<file path="config.mk">
export PLATFORM = sky130hd
export DESIGN_NAME = round_phase_sequencer_flat
export DESIGN_NICKNAME = d
export VERILOG_FILES = /design/src/rtl/round_phase_sequencer_if.sv /design/src/rtl/round_phase_sequencer.sv /design/src/flat_wrapper.sv
export SDC_FILE = /design/constraint.sdc
export NUM_CORES = 1
export LEC_CHECK = 0
export CAP_MARGIN = 15
export CELL_PAD_IN_SITES_DETAIL_PLACEMENT = 0
export CELL_PAD_IN_SITES_GLOBAL_PLACEMENT = 1
export CORE_UTILIZATION = 21
export DETAILED_ROUTE_END_ITERATION = 16
export MAX_ROUTING_LAYER = met4
export PLACE_DENSITY = 0.75
export SLEW_MARGIN = 20
export SYNTH_ARGS = -nofsm -noshare
export SYNTH_HDL_FRONTEND = slang
export SYNTH_SLANG_ARGS = --single-unit
</file>
<file path="constraint.sdc">
create_clock -name clock -period 2.2 [get_ports clock]
set_clock_uncertainty 0.15 [all_clocks]
set_input_delay 0.22 -clock clock [delete_from_list [all_inputs] [get_ports clock]]
set_output_delay 0.22 -clock clock [all_outputs]
set_load 0.005 [all_outputs]
</file>
<file path="src/rtl/round_phase_sequencer_if.sv">
// Phase-block handshake and shared memory write bus for round_phase_sequencer.
// master = sequencer side, slave = phase blocks plus memory.
interface round_phase_sequencer_if #(
    parameter int NUM_PHASES = 4
);
    logic [NUM_PHASES-1:0]    phase_done;
    logic [NUM_PHASES-1:0]    phase_wr_en;
    logic [NUM_PHASES*11-1:0] phase_address;
    logic [NUM_PHASES*16-1:0] phase_data;
    logic [NUM_PHASES-1:0]    phase_en;
    logic [NUM_PHASES-1:0]    phase_start;
    logic                     mem_wr_en;
    logic [10:0]              mem_address;
    logic [15:0]              mem_data;

    modport master (
        input  phase_done, phase_wr_en, phase_address, phase_data,
        output phase_en, phase_start, mem_wr_en, mem_address, mem_data
    );

    modport slave (
        output phase_done, phase_wr_en, phase_address, phase_data,
        input  phase_en, phase_start, mem_wr_en, mem_address, mem_data
    );
endinterface

</file>
<file path="src/rtl/round_phase_sequencer.sv">
// Per-round phase sequencer and owner of the shared memory write port.
// Optional WAIT watchdog enabled by defining ROUND_TIMEOUT_EN.
module round_phase_sequencer #(
    parameter int NUM_PHASES     = 4,
    parameter int PHASE_W        = 3,
    parameter int TIMEOUT_CYCLES = 1023
) (
    input  logic                  clock,
    input  logic                  nrst,
    input  logic                  round_start,
    round_phase_sequencer_if.master bus,
    output logic [PHASE_W-1:0]    cur_phase,
    output logic                  busy,
    output logic                  round_done,
    output logic [15:0]           round_count,
    output logic                  error
);

    typedef enum logic [2:0] {
        S_IDLE,
        S_ENABLE,
        S_START,
        S_WAIT,
        S_FINISH
    } state_t;

    localparam logic [PHASE_W-1:0] LAST = PHASE_W'(NUM_PHASES - 1);
    localparam logic [PHASE_W-1:0] ONE  = PHASE_W'(1);

    state_t                  r_state;
    state_t                  w_next;
    logic [PHASE_W-1:0]      r_idx;
    logic [PHASE_W-1:0]      w_next_idx;
    logic [NUM_PHASES-1:0]   r_phase_en;
    logic [NUM_PHASES-1:0]   r_phase_start;
    logic [NUM_PHASES-1:0]   w_next_hot;
    logic                    r_busy;
    logic                    r_round_done;
    logic [15:0]             r_round_count;
    logic                    w_done_act;
    logic                    w_wr_act;
    logic [10:0]             w_addr_act;
    logic [15:0]             w_data_act;
    logic                    w_mem_act;
    logic                    w_wait_exp;

    // Select the active phase's slice without a narrow-index part-select.
    always_comb begin
        w_done_act = 1'b0;
        w_wr_act   = 1'b0;
        w_addr_act = '0;
        w_data_act = '0;
        for (int i = 0; i < NUM_PHASES; i++) begin
            if (r_idx == PHASE_W'(i)) begin
                w_done_act = bus.phase_done[i];
                w_wr_act   = bus.phase_wr_en[i];
                w_addr_act = bus.phase_address[11*i +: 11];
                w_data_act = bus.phase_data[16*i +: 16];
            end
        end
    end

    always_comb begin
        w_next     = r_state;
        w_next_idx = r_idx;
        unique case (r_state)
            S_IDLE: begin
                if (round_start) begin
                    w_next     = S_ENABLE;
                    w_next_idx = '0;
                end
            end
            S_ENABLE: w_next = S_START;
            S_START:  w_next = S_WAIT;
            S_WAIT: begin
                if (w_done_act) begin
                    if (r_idx == LAST) begin
                        w_next = S_FINISH;
                    end else begin
                        w_next     = S_ENABLE;
                        w_next_idx = r_idx + ONE;
                    end
                end else if (w_wait_exp) begin
                    w_next     = S_IDLE;
                    w_next_idx = '0;
                end
            end
            S_FINISH: begin
                w_next     = S_IDLE;
                w_next_idx = '0;
            end
            default: begin
                w_next     = S_IDLE;
                w_next_idx = '0;
            end
        endcase
    end

    always_comb begin
        w_next_hot = '0;
        for (int i = 0; i < NUM_PHASES; i++) begin
            w_next_hot[i] = (w_next_idx == PHASE_W'(i));
        end
    end

    // Pulses are registered from the next state so they line up with it.
    always_ff @(posedge clock or negedge nrst) begin
        if (!nrst) begin
            r_state       <= S_IDLE;
            r_idx         <= '0;
            r_phase_en    <= '0;
            r_phase_start <= '0;
            r_busy        <= 1'b0;
            r_round_done  <= 1'b0;
            r_round_count <= '0;
        end else begin
            r_state       <= w_next;
            r_idx         <= w_next_idx;
            r_phase_en    <= (w_next == S_ENABLE) ? w_next_hot : '0;
            r_phase_start <= (w_next == S_START) ? w_next_hot : '0;
            r_busy        <= (w_next != S_IDLE);
            r_round_done  <= (r_state == S_FINISH);
            if (r_state == S_FINISH) begin
                r_round_count <= r_round_count + 16'd1;
            end
        end
    end

`ifdef ROUND_TIMEOUT_EN
    logic [15:0] r_wait_cnt;
    logic        r_error;
    logic        w_timeout;

    assign w_wait_exp = (r_wait_cnt == 16'(TIMEOUT_CYCLES - 1));
    assign w_timeout  = (r_state == S_WAIT) && !w_done_act && w_wait_exp;

    // Counter sits at zero outside WAIT, so it starts clean on every entry.
    always_ff @(posedge clock or negedge nrst) begin
        if (!nrst) begin
            r_wait_cnt <= '0;
            r_error    <= 1'b0;
        end else begin
            if (r_state == S_WAIT) begin
                r_wait_cnt <= r_wait_cnt + 16'd1;
            end else begin
                r_wait_cnt <= '0;
            end
            if (r_state == S_IDLE && round_start) begin
                r_error <= 1'b0;
            end else if (w_timeout) begin
                r_error <= 1'b1;
            end
        end
    end

    assign error = r_error;
`else
    assign w_wait_exp = 1'b0;
    assign error      = 1'b0;
`endif

    assign w_mem_act = (r_state == S_START) || (r_state == S_WAIT);

    assign bus.phase_en    = r_phase_en;
    assign bus.phase_start = r_phase_start;
    assign bus.mem_wr_en   = w_mem_act & w_wr_act;
    assign bus.mem_address = w_mem_act ? w_addr_act : '0;
    assign bus.mem_data    = w_mem_act ? w_data_act : '0;

    assign cur_phase   = r_idx;
    assign busy        = r_busy;
    assign round_done  = r_round_done;
    assign round_count = r_round_count;

endmodule

</file>
<file path="src/flat_wrapper.sv">
// flat-port wrapper written by rule: the top's interface ports become plain ports
module round_phase_sequencer_flat 
#(
    parameter int NUM_PHASES     = 4,
    parameter int PHASE_W        = 3,
    parameter int TIMEOUT_CYCLES = 1023
)
  (clock, nrst, round_start, cur_phase, busy, round_done, round_count, error, bus_phase_done, bus_phase_wr_en, bus_phase_address, bus_phase_data, bus_phase_en, bus_phase_start, bus_mem_wr_en, bus_mem_address, bus_mem_data);
  round_phase_sequencer_if #(.NUM_PHASES(NUM_PHASES)) bus_i ();
  input  logic clock;
  input  logic nrst;
  input  logic round_start;
  output logic [PHASE_W-1:0] cur_phase;
  output logic busy;
  output logic round_done;
  output logic [15:0] round_count;
  output logic error;
  input wire logic [$bits(bus_i.phase_done)-1:0] bus_phase_done;
  input wire logic [$bits(bus_i.phase_wr_en)-1:0] bus_phase_wr_en;
  input wire logic [$bits(bus_i.phase_address)-1:0] bus_phase_address;
  input wire logic [$bits(bus_i.phase_data)-1:0] bus_phase_data;
  output wire logic [$bits(bus_i.phase_en)-1:0] bus_phase_en;
  output wire logic [$bits(bus_i.phase_start)-1:0] bus_phase_start;
  output wire logic [$bits(bus_i.mem_wr_en)-1:0] bus_mem_wr_en;
  output wire logic [$bits(bus_i.mem_address)-1:0] bus_mem_address;
  output wire logic [$bits(bus_i.mem_data)-1:0] bus_mem_data;
  assign bus_i.phase_done = bus_phase_done;
  assign bus_i.phase_wr_en = bus_phase_wr_en;
  assign bus_i.phase_address = bus_phase_address;
  assign bus_i.phase_data = bus_phase_data;
  assign bus_phase_en = bus_i.phase_en;
  assign bus_phase_start = bus_i.phase_start;
  assign bus_mem_wr_en = bus_i.mem_wr_en;
  assign bus_mem_address = bus_i.mem_address;
  assign bus_mem_data = bus_i.mem_data;
  round_phase_sequencer #(.NUM_PHASES(NUM_PHASES), .PHASE_W(PHASE_W), .TIMEOUT_CYCLES(TIMEOUT_CYCLES)) u_core (.clock(clock), .nrst(nrst), .round_start(round_start), .bus(bus_i), .cur_phase(cur_phase), .busy(busy), .round_done(round_done), .round_count(round_count), .error(error));
endmodule
</file>
# Word-level counts from Yosys, hierarchy flattened
# Index checks and enable logic that the tools add are counted.
[word_totals] register_bits=32 in_bits=119 out_inout_bits=58 wordCells=56
[classes] eq_ne=12 n_mux=28 n_reduce_logical=6 bitwise=1 n_addsub=2
[ops] op="$mux 16" n=5
[ops] op="$mux 11" n=5
[ops] op="$eq 3x2->1 const B" n=7
[ops] op="$mux 3" n=6
[ops] op="$add 16x1->16 const B" n=1
[ops] op="$eq 3x1->1 const B" n=4
[ops] op="$pmux 3 s4" n=1
[ops] op="$logic_not 3->1" n=3
[ops] op="$pmux 3 s3" n=1
[ops] op="$mux 1" n=8
[ops] op="$mux 4" n=2
[ops] op="$add 3x1->3 const B" n=1
[ops] op="$eq 3x3->1 const B" n=1
[ops] op="$reduce_bool 3->1" n=1
[ops] op="$reduce_or 2->1" n=1
[ops] op="$and 1x1->1" n=1
[ops] op="$logic_or 1x1->1" n=1

# Longest topological paths before layout
# Gate-level depths: netlist of the first run.
[depth] depth_word=9 ltp_mapped=8 mapped_depth_nobuf=7

# Least setup slack after synthesis of the first run
# No wires, ideal clock.
[synth_path] kind="register to output" start="register u_core.r_idx[1], in the netlist u_core.cur_phase[1]" end="output bus_mem_address[0]" slack_ps=124 path_stages_with_launch=8 required_time_ps=1830 path_buffers=1 t_arrival_ps=1706 cell_sequence="dfrtp_1 -> inv_1 -> ha_1 -> nor3b_2 -> buf_2 -> a22oi_1 -> a21oi_1 -> a22o_1"
[synth_via] elab_chain_len=6 elab_cells_between_ends=9 classes_between="eq/ne: 3; mux: 5; reduce/logical: 1"
[synth_lines] element="start, declared" line="round_phase_sequencer.sv:32" text="logic [PHASE_W-1:0] r_idx;"
[synth_lines] element="start signal, assigned" line="round_phase_sequencer.sv:118" text="r_idx <= w_next_idx;"
[synth_lines] element="$logic_not 3->1" line="round_phase_sequencer.sv:54" text="if (r_idx == PHASE_W'(i)) begin"
[synth_lines] element="$mux 11 (3 in a row)" line="round_phase_sequencer.sv:54"
[synth_lines] element="$mux 11 *" line="round_phase_sequencer.sv:54"
[synth_lines] element="$mux 11 *" line="round_phase_sequencer.sv:167" text="assign bus.mem_address = w_mem_act ? w_addr_act : '0;"
[synth_lines] element="end, declared" line="flat_wrapper.sv:25" text="output wire logic [$bits(bus_i.mem_address)-1:0] bus_mem_address;"
# Every way passes the cells marked *; elsewhere a longest branch is shown, timed or not.

# Worst setup path after layout of the first run
[layout_path] start="register u_core.r_idx[0], in the netlist u_core.cur_phase[0]" end="output bus_mem_data[1]"
[layout_via] elab_chain_len=6 elab_cells_between_ends=9 classes_between="eq/ne: 3; mux: 5; reduce/logical: 1"
[layout_lines] element="$logic_not 3->1" line="round_phase_sequencer.sv:54"
[layout_lines] element="$mux 16 (3 in a row)" line="round_phase_sequencer.sv:54"
[layout_lines] element="$mux 16 *" line="round_phase_sequencer.sv:54"
[layout_lines] element="$mux 16 *" line="round_phase_sequencer.sv:168" text="assign bus.mem_data = w_mem_act ? w_data_act : '0;"
[layout_lines] element="end, declared" line="flat_wrapper.sv:26" text="output wire logic [$bits(bus_i.mem_data)-1:0] bus_mem_data;"
# Marked as above.

==> out/metrics.yaml, run 1 <==
status: "finished, violations left"
violations: "negative setup slack"
vias: 2796
netlist_area_sq_mm: 0.002276
fin_setup_tns_ns: -7.865
synth_nets: 381
ir_drop_v: 0.0004157
hold_class: "in2async"
first_iter_violations: 163
p_leak_nw: 2.064
setup_viol: 39
clock_power_share_pct: 8.9
insertion_delay_ns: 0.28
yosys.area.top_type: "dfrtp_1"
postSynthAreaPerCell_sq_um: 8.856
vias_per_cell: 4.629
clk_pin_slew_ns: 0.07
final_cell_mix: "clkdlybuf4s50_1 (147), dfrtp_1 (32), nor2_1 (30)"
holdWs_ns: 0.1806
hpwl_microns: 6835
grt_max_degree: 43
p_per_area_mw_per_mm2: 1081
wl_per_cell_microns: 16.21
yosys.area_share.simple_pct: 21.11
drv_slew: 0
async_flop_share_pct: 100.0
ys_warn_count: 0
layout.nets: 591
reg2reg_from: "u_core.cur_phase[0]"
die_area_sq_mm: 0.01126
drive_gt1_share_pct: 31.62
antenna_left: 0
port_buffers: 175
critPathLaunch: "u_core.cur_phase[0]"
r2r_cells: 9
drc: 0
synthCells: 257
r2r_slack_ns: -0.28
path_class: "reg2out"
synth_top_family_by_area: "compound AO/OA/AOI/OAI gates"
grt_pass1_vias: 2856
cts_sinks: 32
seq_area_frac_synth_pct: 35.18
root_buffer: "clkbuf_8"
crit_required_ns: 1.83
final_common_cell: "clkdlybuf4s50_1"
antenna_found_initial: 0
final.setup.worst_slack_ns: -0.2801
fin_crit_ns: 2.480
fmax_ghz: 0.4032
switchingPower_mw: 2.064
diodes: 0
muxShareOfSynthArea_pct: 0.9896
yosys.cell_types.count: 37
synth.top_cell.area_share_pct: 35.18
die_h_microns: 106.1
p_seq_share_pct: 14.6
path_max_fanout: 7
n_fill_cell: 1004
cts_buffers: 5
synth-edff-count: 0
grt_use_total_pct: 16.84
io_pins: 177
grt_overflow: 0
core_sq_mm: 0.01042
drt_wl_total_microns: 9788
swShare_pct: 39.35
cts_tree: "yes"
die_w_microns: 106.1
synth_xor_area_share_pct: 5.772
grt_pass1_wl_microns: 14710
first_pass_iters: 4
rows: 37
cts.path.max_buffers: 2
initial_core_util_pct: 21.85
pwr-share-comb_pct: 76.5
endpoint_kind: "output pin"
hold_viol: 0
synthTopCellsByArea: "dfrtp_1 (35%), a22o_1 (11%), a22oi_1 (9.2%)"
start_kind: "register"
p_int_mw: 3.182
htree_levels: 2
finalCritPeriodShare_pct: 112.7
synth-adder-area-share_pct: 2.749
ys.flop_type: "dfrtp_1"
rsz0062_at_grt: "true"
area_growth_pct: 113.1
synth_compound_area_share_pct: 29.41
synth-seq-cells: 32
gp_congestion: 0.7741
r2r-end: "u_core.bus.phase_en[1]"
max-cap-violations: 0
cp_data_arrival_time_ns: 2.11
-- worst max-delay path, stage by stage (launching register included) --
cell	delay [ns]
dfrtp_1	0.44
buf_6	0.15
ha_4	0.16
nor3b_4	0.19
buf_4	0.15
buf_12	0.12
buf_8	0.12
a22oi_2	0.07
a21oi_1	0.17
a22o_1	0.15
clkbuf_2	0.10
-- synthesized netlist by cell type (2+ instances only) --
cell and n:
a21oi_1 30, a22o_1 29, a22oi_1 28, and2b_2 2, and3_1 3, and3b_1 2, buf_2 9, clkbuf_1 10
dfrtp_1 32, ha_1 5, inv_1 4, mux2_2 2, nand2_1 11, nand3_1 5, nand3b_1 2, nand4_1 6
nor2_1 35, nor2b_1 3, nor3_1 4, nor3b_1 3, nor3b_2 3, xnor2_1 11, xor2_1 4
-- per-stage QoR --
stage,power (mW),std cells,setup WS [ns],util [%],cell area [sq um]
floorplan,2.351,257,0.1240,-,2276
detailed placement,4.119,572,-0.2771,41.91,4365
global route,5.606,604,-0.3767,46.57,4851
global placement,4.092,572,-0.2121,41.91,4365
finish,5.245,604,-0.2801,46.57,4851
CTS,4.966,597,-0.3159,45.11,4698
-- layout make-up --
cell class | count | area [sq um] | area share (%)
clock buffer | 6 | 82.58 | 1.702
multi-input combinational | 202 | 1658 | 34.18
inverter | 4 | 17.52 | 0.3611
timing repair buffer | 222 | 2112 | 43.54
sequential | 32 | 800.8 | 16.51
tap | 136 | 170.2 | 3.508
clock inverter | 2 | 10.01 | 0.2063
-- repair_timing --
action | 4_1_cts | 5_1_grt
resized for setup | 91 | 93
setup endpoints to repair | 39 | 39
pin swaps | 21 | 55
setup buffers | 13 | 10
hold buffers | 0 | 0
cloned | 5 | 0
-- logic make-up after synthesis --
logic type,count (synthesis)
AO/OA/AOI/OAI,92
XOR/XNOR,15
adder cells (fa/ha/maj),5
buffers and inverters,24
flip-flops,32
multiplexers,2
other,1
AND/OR/NAND/NOR,86
-- layer usage --
layer | share of wire (%) | wire length [microns] | track usage (%)
met1 | 42 | 4129 | 20.51
met2 | 52 | 5041 | 29.17
met3 | 5.2 | 513 | 2.452
met4 | 1.1 | 104 | 4.067
met5 | 0 | 0 | -
-- power groups by stage --
| stage | registers, mW | logic [mW] | clock network (mW) |
|---|---|---|---|
| 2_1_floorplan | 0.739 | 1.61 | 0 |
| 3_3_place_gp | 0.768 | 3.32 | 0 |
| 3_5_place_dp | 0.774 | 3.35 | 0 |
| 4_1_cts | 0.760 | 3.73 | 0.476 |
| 5_1_grt | 0.780 | 4.32 | 0.504 |
| 6_report | 0.766 | 4.01 | 0.465 |
-- registers in the layout (all words and copies together) (netlist names) --
signal	count
u_core.round_count	16
u_core.bus.phase_en	4
u_core.bus.phase_start	4
u_core.cur_phase	3
u_core.r_state	3
u_core.busy	1
u_core.round_done	1
-- worst max-delay path by stage --
stage / end / slack, ns / cells past startpoint
after floorplan: bus_mem_address[0] / 0.12 / 7
after global placement: bus_mem_address[4] / -0.21 / 8
after detailed placement: bus_mem_address[5] / -0.28 / 8
after CTS: bus_mem_data[11] / -0.32 / 10
after global routing: bus_mem_data[3] / -0.38 / 10
final: bus_mem_data[1] / -0.28 / 10
(Power assumes the default switching activity.)
==> run 2: changes to the inputs <==
PLACE_DENSITY = unset   (was 0.75)
PLACE_DENSITY_LB_ADDON = 0.1   (was unset)
==> run 2 against run 1 <==
Against the previous run: combinational power rose by 9.0%; maximum frequency shrank 0.12%; wire length grew 7.4%; die area did not move; critical endpoint is now bus_mem_data[0]; setup slack worse by 0.0031 ns; count of clock-buffer cells in the layout rose by 2; the run still ends with negative setup slack left; largest power group unchanged; sequential power shrank 0.7%; design area is 4.9% higher; first-iteration DRC count fell by 43%; worst hold slack worse by 0.0021 ns; flip-flop and latch count is the same; highest routed layer unchanged; largest cell class unchanged.
==> out/metrics.yaml, run 2 (synthesis gave the netlist of run 1 again) <==
status: "finished, violations left"
violations: "negative setup slack"
clock_power_share_pct: 8.3
switchingPower_mw: 2.105
insertion_delay_ns: 0.28
first_pass_iters: 4
htree_levels: 2
swShare_pct: 37.59
drt_wl_total_microns: 10520
drive_gt1_share_pct: 31.83
port_buffers: 175
gp_congestion: 0.8260
final.setup.worst_slack_ns: -0.2831
fmax_ghz: 0.4027
grt_pass1_vias: 2754
vias: 2937
vias_per_cell: 4.714
initial_core_util_pct: 21.85
max-cap-violations: 0
finalCritPeriodShare_pct: 112.9
m1WireLength_microns: 4432
wl_per_cell_microns: 16.88
final_cell_mix: "clkdlybuf4s50_1 (147), buf_4 (40), nor2_1 (34)"
fin_util_pct: 48.85
grt_use_total_pct: 16.86
finalPower_mw: 5.600
grt_max_degree: 33
worst_path_max_delay_cell: "dfrtp_2"
r2r_cells: 7
fin_area_sq_mm: 0.005089
diodes: 0
p_int_mw: 3.495
grt_pass1_wl_microns: 14390
p_per_area_mw_per_mm2: 1100
layout.nets: 610
cts_buffers: 5
crit_path_max_incr_delay_ns: 0.42
root_buffer: "clkbuf_8"
r2r_slack_ns: -0.08
first_iter_violations: 93
antenna_left: 0
grt_overflow: 0
reg2reg_from: "u_core.cur_phase[0]"
instances_no_fill: 623
crit_required_ns: 1.83
path_cells: "inv_2 -> ha_4 -> nor3b_4 -> buf_4 -> buf_12 -> buf_8 -> buf_6 -> a22oi_2 -> a21oi_1 -> a22o_1 -> buf_2"
core_sq_mm: 0.01042
rsz0062_at_grt: "true"
p_leak_nw: 2.239
die_h_microns: 106.1
cp_data_arrival_time_ns: 2.11
r2r-end: "u_core.bus.phase_en[1]"
fin_crit_ns: 2.483
clk_pin_slew_ns: 0.06
top_layer: "met4"
drc: 0
cts_tree: "yes"
routed-wl-met2_microns: 5179
pwr-share-comb_pct: 78.1
endpoint_kind: "output pin"
drv_slew: 0
ir_drop_v: 0.0008129
die_w_microns: 106.1
p_seq_share_pct: 13.6
io_pins: 177
setup_viol: 31
path_max_fanout: 6
die_area_sq_mm: 0.01126
area_growth_pct: 123.6
start_kind: "register"
largest_reg_flops: 16
placed_cell_area_sq_mm: 0.004431
hpwl_microns: 6963
dr_wl_met3_microns: 755
hold_viol: 0
dp_cells: 579
cts.path.max_buffers: 2
antenna_found_initial: 0
rows: 37
final_common_cell: "clkdlybuf4s50_1"
path_class: "reg2out"
cts_sinks: 32
hold_class: "in2async"
run 2: cell types whose count changed in the layout (fill, tap and decap cells not counted), moves of 4 or more:
cell	change
nor2_1	+4
dlymetal6s2s_1	+5
nor2_2	-4
a21oi_2	-4
buf_4	+12
a21oi_1	+4
run 2: final cells by class:
type,instances,area [sq um]
clock buffer,8,90.09
fill,1017,5328
inverter,4,15.01
multi-input combinational,202,1632
sequential,32,802.0
tap,136,170.2
timing repair buffer,241,2380
run 2: critical path: cells and delay by family, from the launching register on:
| family | cells | cell delay, ns |
|---|---|---|
| compound gates | 3 | 0.42 |
| fa+ha+maj | 1 | 0.15 |
| buf+inv | 6 | 0.68 |
| flops | 1 | 0.42 |
| simple gates | 1 | 0.15 |
run 2: worst max-delay path by stage:
stage | start | endpoint | slack (ns)
floorplan | u_core.cur_phase[1] | bus_mem_address[0] | 0.12
detailed placement | u_core.cur_phase[1] | bus_mem_address[8] | -0.30
finish | u_core.cur_phase[0] | bus_mem_data[0] | -0.28
CTS | u_core.cur_phase[0] | bus_mem_data[11] | -0.55
global route | u_core.cur_phase[0] | bus_mem_data[0] | -0.36
global placement | u_core.cur_phase[0] | bus_mem_address[8] | -0.23
run 2: layer usage:
layer / global-route usage, % / up-vias
met3: 4.047 / 11
met2: 28.43 / 114
met1: 19.94 / 1401
li1: - / 1411
met5: - / -
met4: 4.762 / 0
run 2: stage by stage:
step / hold slack [ns] / setup slack, ns / TNS (ns)
2_1_floorplan: -0.2256 / 0.1240 / 0
3_3_place_gp: 0.3225 / -0.2323 / -6.611
3_5_place_dp: 0.3202 / -0.2953 / -8.821
4_1_cts: 0.1916 / -0.5482 / -13.88
5_1_grt: 0.2511 / -0.3632 / -8.967
6_report: 0.1785 / -0.2831 / -6.444
run 2: power groups by stage:
stage          registers, mW  clock network, mW  logic [mW]
5_1_grt                0.775              0.499        4.66
6_report               0.761              0.465        4.37
2_1_floorplan          0.739                  0        1.61
3_3_place_gp           0.765                  0        3.41
3_5_place_dp           0.766                  0        3.40
4_1_cts                0.753              0.484        3.70
run 2: repair_timing:
action                     4_1_cts  5_1_grt
pin swaps                       12       63
hold buffers                     0        0
cloned                           3        4
hold endpoints to repair         0        0
setup buffers                    4       28
gates resized for setup         29      116
setup endpoints to repair       39       36
==> run 3: changes to the inputs <==
SETUP_SLACK_MARGIN = 0.15   (was unset)
==> run 3 against run 2 <==
Against the previous run: the run still ends with negative setup slack left; flip-flop and latch count unchanged; core utilization down 1.0 points; highest routed layer unchanged; wire length down 2.2%; die area unchanged; clock power up 18%; worst hold slack better by 0.012 ns; sequential share of layout area up 0.34 points; register-to-register slack worse by 0.02 ns.
==> out/metrics.yaml, run 3 (synthesis gave the netlist of run 1 again) <==
fin_util_pct: 47.81
endpoint_kind: "output pin"
start_kind: "register"
path_cells: "inv_2 -> ha_4 -> nor3b_4 -> buf_4 -> buf_12 -> buf_4 -> a22oi_2 -> a21oi_1 -> a22o_1 -> buf_2"
max-cap-violations: 0
port_buffers: 175
largest_reg_flops: 16
wl_per_cell_microns: 16.95
first_iter_violations: 116
clk_pin_slew_ns: 0.07
cts_buffers: 5
die_w_microns: 106.1
hold_buffers: 0
finalCritPeriodShare_pct: 112.6
die_h_microns: 106.1
final_cell_mix: "clkdlybuf4s50_1 (147), nor2_1 (35), dfrtp_1 (31)"
grt_pass1_vias: 2863
drc: 0
placed_cell_area_sq_mm: 0.004373
die_area_sq_mm: 0.01126
finalPower_mw: 5.637
fin_crit_ns: 2.478
drv_slew: 0
first_pass_iters: 4
diodes: 0
cp_data_arrival_time_ns: 2.11
fin_area_sq_mm: 0.004980
hold_viol: 0
grt_overflow: 0
worst_path_max_delay_cell: "dfrtp_2"
dr_wl_met3_microns: 772
rsz0062_at_grt: "true"
crit_path_max_incr_delay_ns: 0.45
io_pins: 177
cts.path.max_buffers: 2
initial_core_util_pct: 21.85
area_growth_pct: 118.8
fin_setup_tns_ns: -5.955
drt_wl_total_microns: 10290
insertion_delay_ns: 0.28
antenna_left: 0
p_leak_nw: 2.127
cts_tree: "yes"
final_common_cell: "clkdlybuf4s50_1"
gp_congestion: 0.7973
layout.nets: 594
top_layer: "met4"
drive_gt1_share_pct: 30.79
core_sq_mm: 0.01042
p_per_area_mw_per_mm2: 1132
vias_per_cell: 4.715
htree_levels: 2
cts_sinks: 32
crit_required_ns: 1.83
fmax_ghz: 0.4035
ir_drop_v: 0.0008175
routed-wl-met2_microns: 5197
violations: "negative setup slack"
grt_pass1_wl_microns: 15320
hpwl_microns: 6941
cp_common_cell: "buf_4"
rows: 37
antenna_found_initial: 0
hold_class: "in2async"
setup_viol: 31
root_buffer: "clkbuf_8"
path_max_fanout: 6
grt_use_total_pct: 18.10
status: "finished, violations left"
final.setup.worst_slack_ns: -0.2781
m1WireLength_microns: 4216
grt_max_degree: 33
vias: 2862
path_class: "reg2out"
## run 3: timing repair
item / in CTS / in global routing
buffers inserted: 19 / 0
gates cloned: 7 / 0
gates resized for setup: 171 / 9
setup endpoints to repair: 39 / 39
hold endpoints to repair: 0 / 0
pin swaps: 63 / 14
## run 3: path summary, 6_finish.rpt
| check | start | end | depth (start not counted) | slack, ns |
|---|---|---|---|---|
| worst max register to register | u_core.cur_phase[1] | u_core.bus.phase_en[1] | 8 | -0.10 |
| worst min-delay path | nrst | u_core.bus.phase_start[3] | 2 | 0.19 |
| worst max-delay path | u_core.cur_phase[0] | bus_mem_data[15] | 10 | -0.28 |
| min in group clock | u_core.round_count[15] | u_core.round_count[15] | 1 | 0.33 |
| worst min register to register | u_core.round_count[15] | u_core.round_count[15] | 1 | 0.33 |
| max in group asynchronous | nrst | u_core.cur_phase[0] | 2 | 1.40 |
## run 3: power breakdown
part | internal [mW] | switching, mW
clock | 0.336 | 0.212
sequential | 0.673 | 0.106
combinational | 2.52 | 1.79
total | 3.53 | 2.11
## run 3: area by class of cell
class                      instances  area [sq um]
clock buffer                       6         72.57
clock inverter                     2         35.03
fill                            1000          5436
inverter                           4         17.52
multi-input combinational        202          1634
sequential                        32         802.0
tap                              136         170.2
timing repair buffer             225          2248
## run 3: routing by layer
layer | track usage, % | up-vias
met5 | - | -
met4 | 4.464 | 0
met3 | 3.495 | 7
met2 | 32.05 | 120
met1 | 20.92 | 1359
li1 | - | 1376
## run 3: critical path: cells and delay by family, from the launching register on
kind / cells / cell delay (ns)
compound gates: 3 / 0.45
fa+ha+maj: 1 / 0.16
buf+inv: 5 / 0.63
flops: 1 / 0.45
simple gates: 1 / 0.15
## run 3: through the flow
stage          hold WS, ns  instances  worst slack, ns
2_1_floorplan      -0.2256        257           0.1427
3_3_place_gp        0.3174        573          -0.2155
3_5_place_dp        0.3126        573          -0.2379
4_1_cts             0.2012        607          -0.2465
5_1_grt             0.2416        607          -0.3528
6_report            0.1908        607          -0.2781
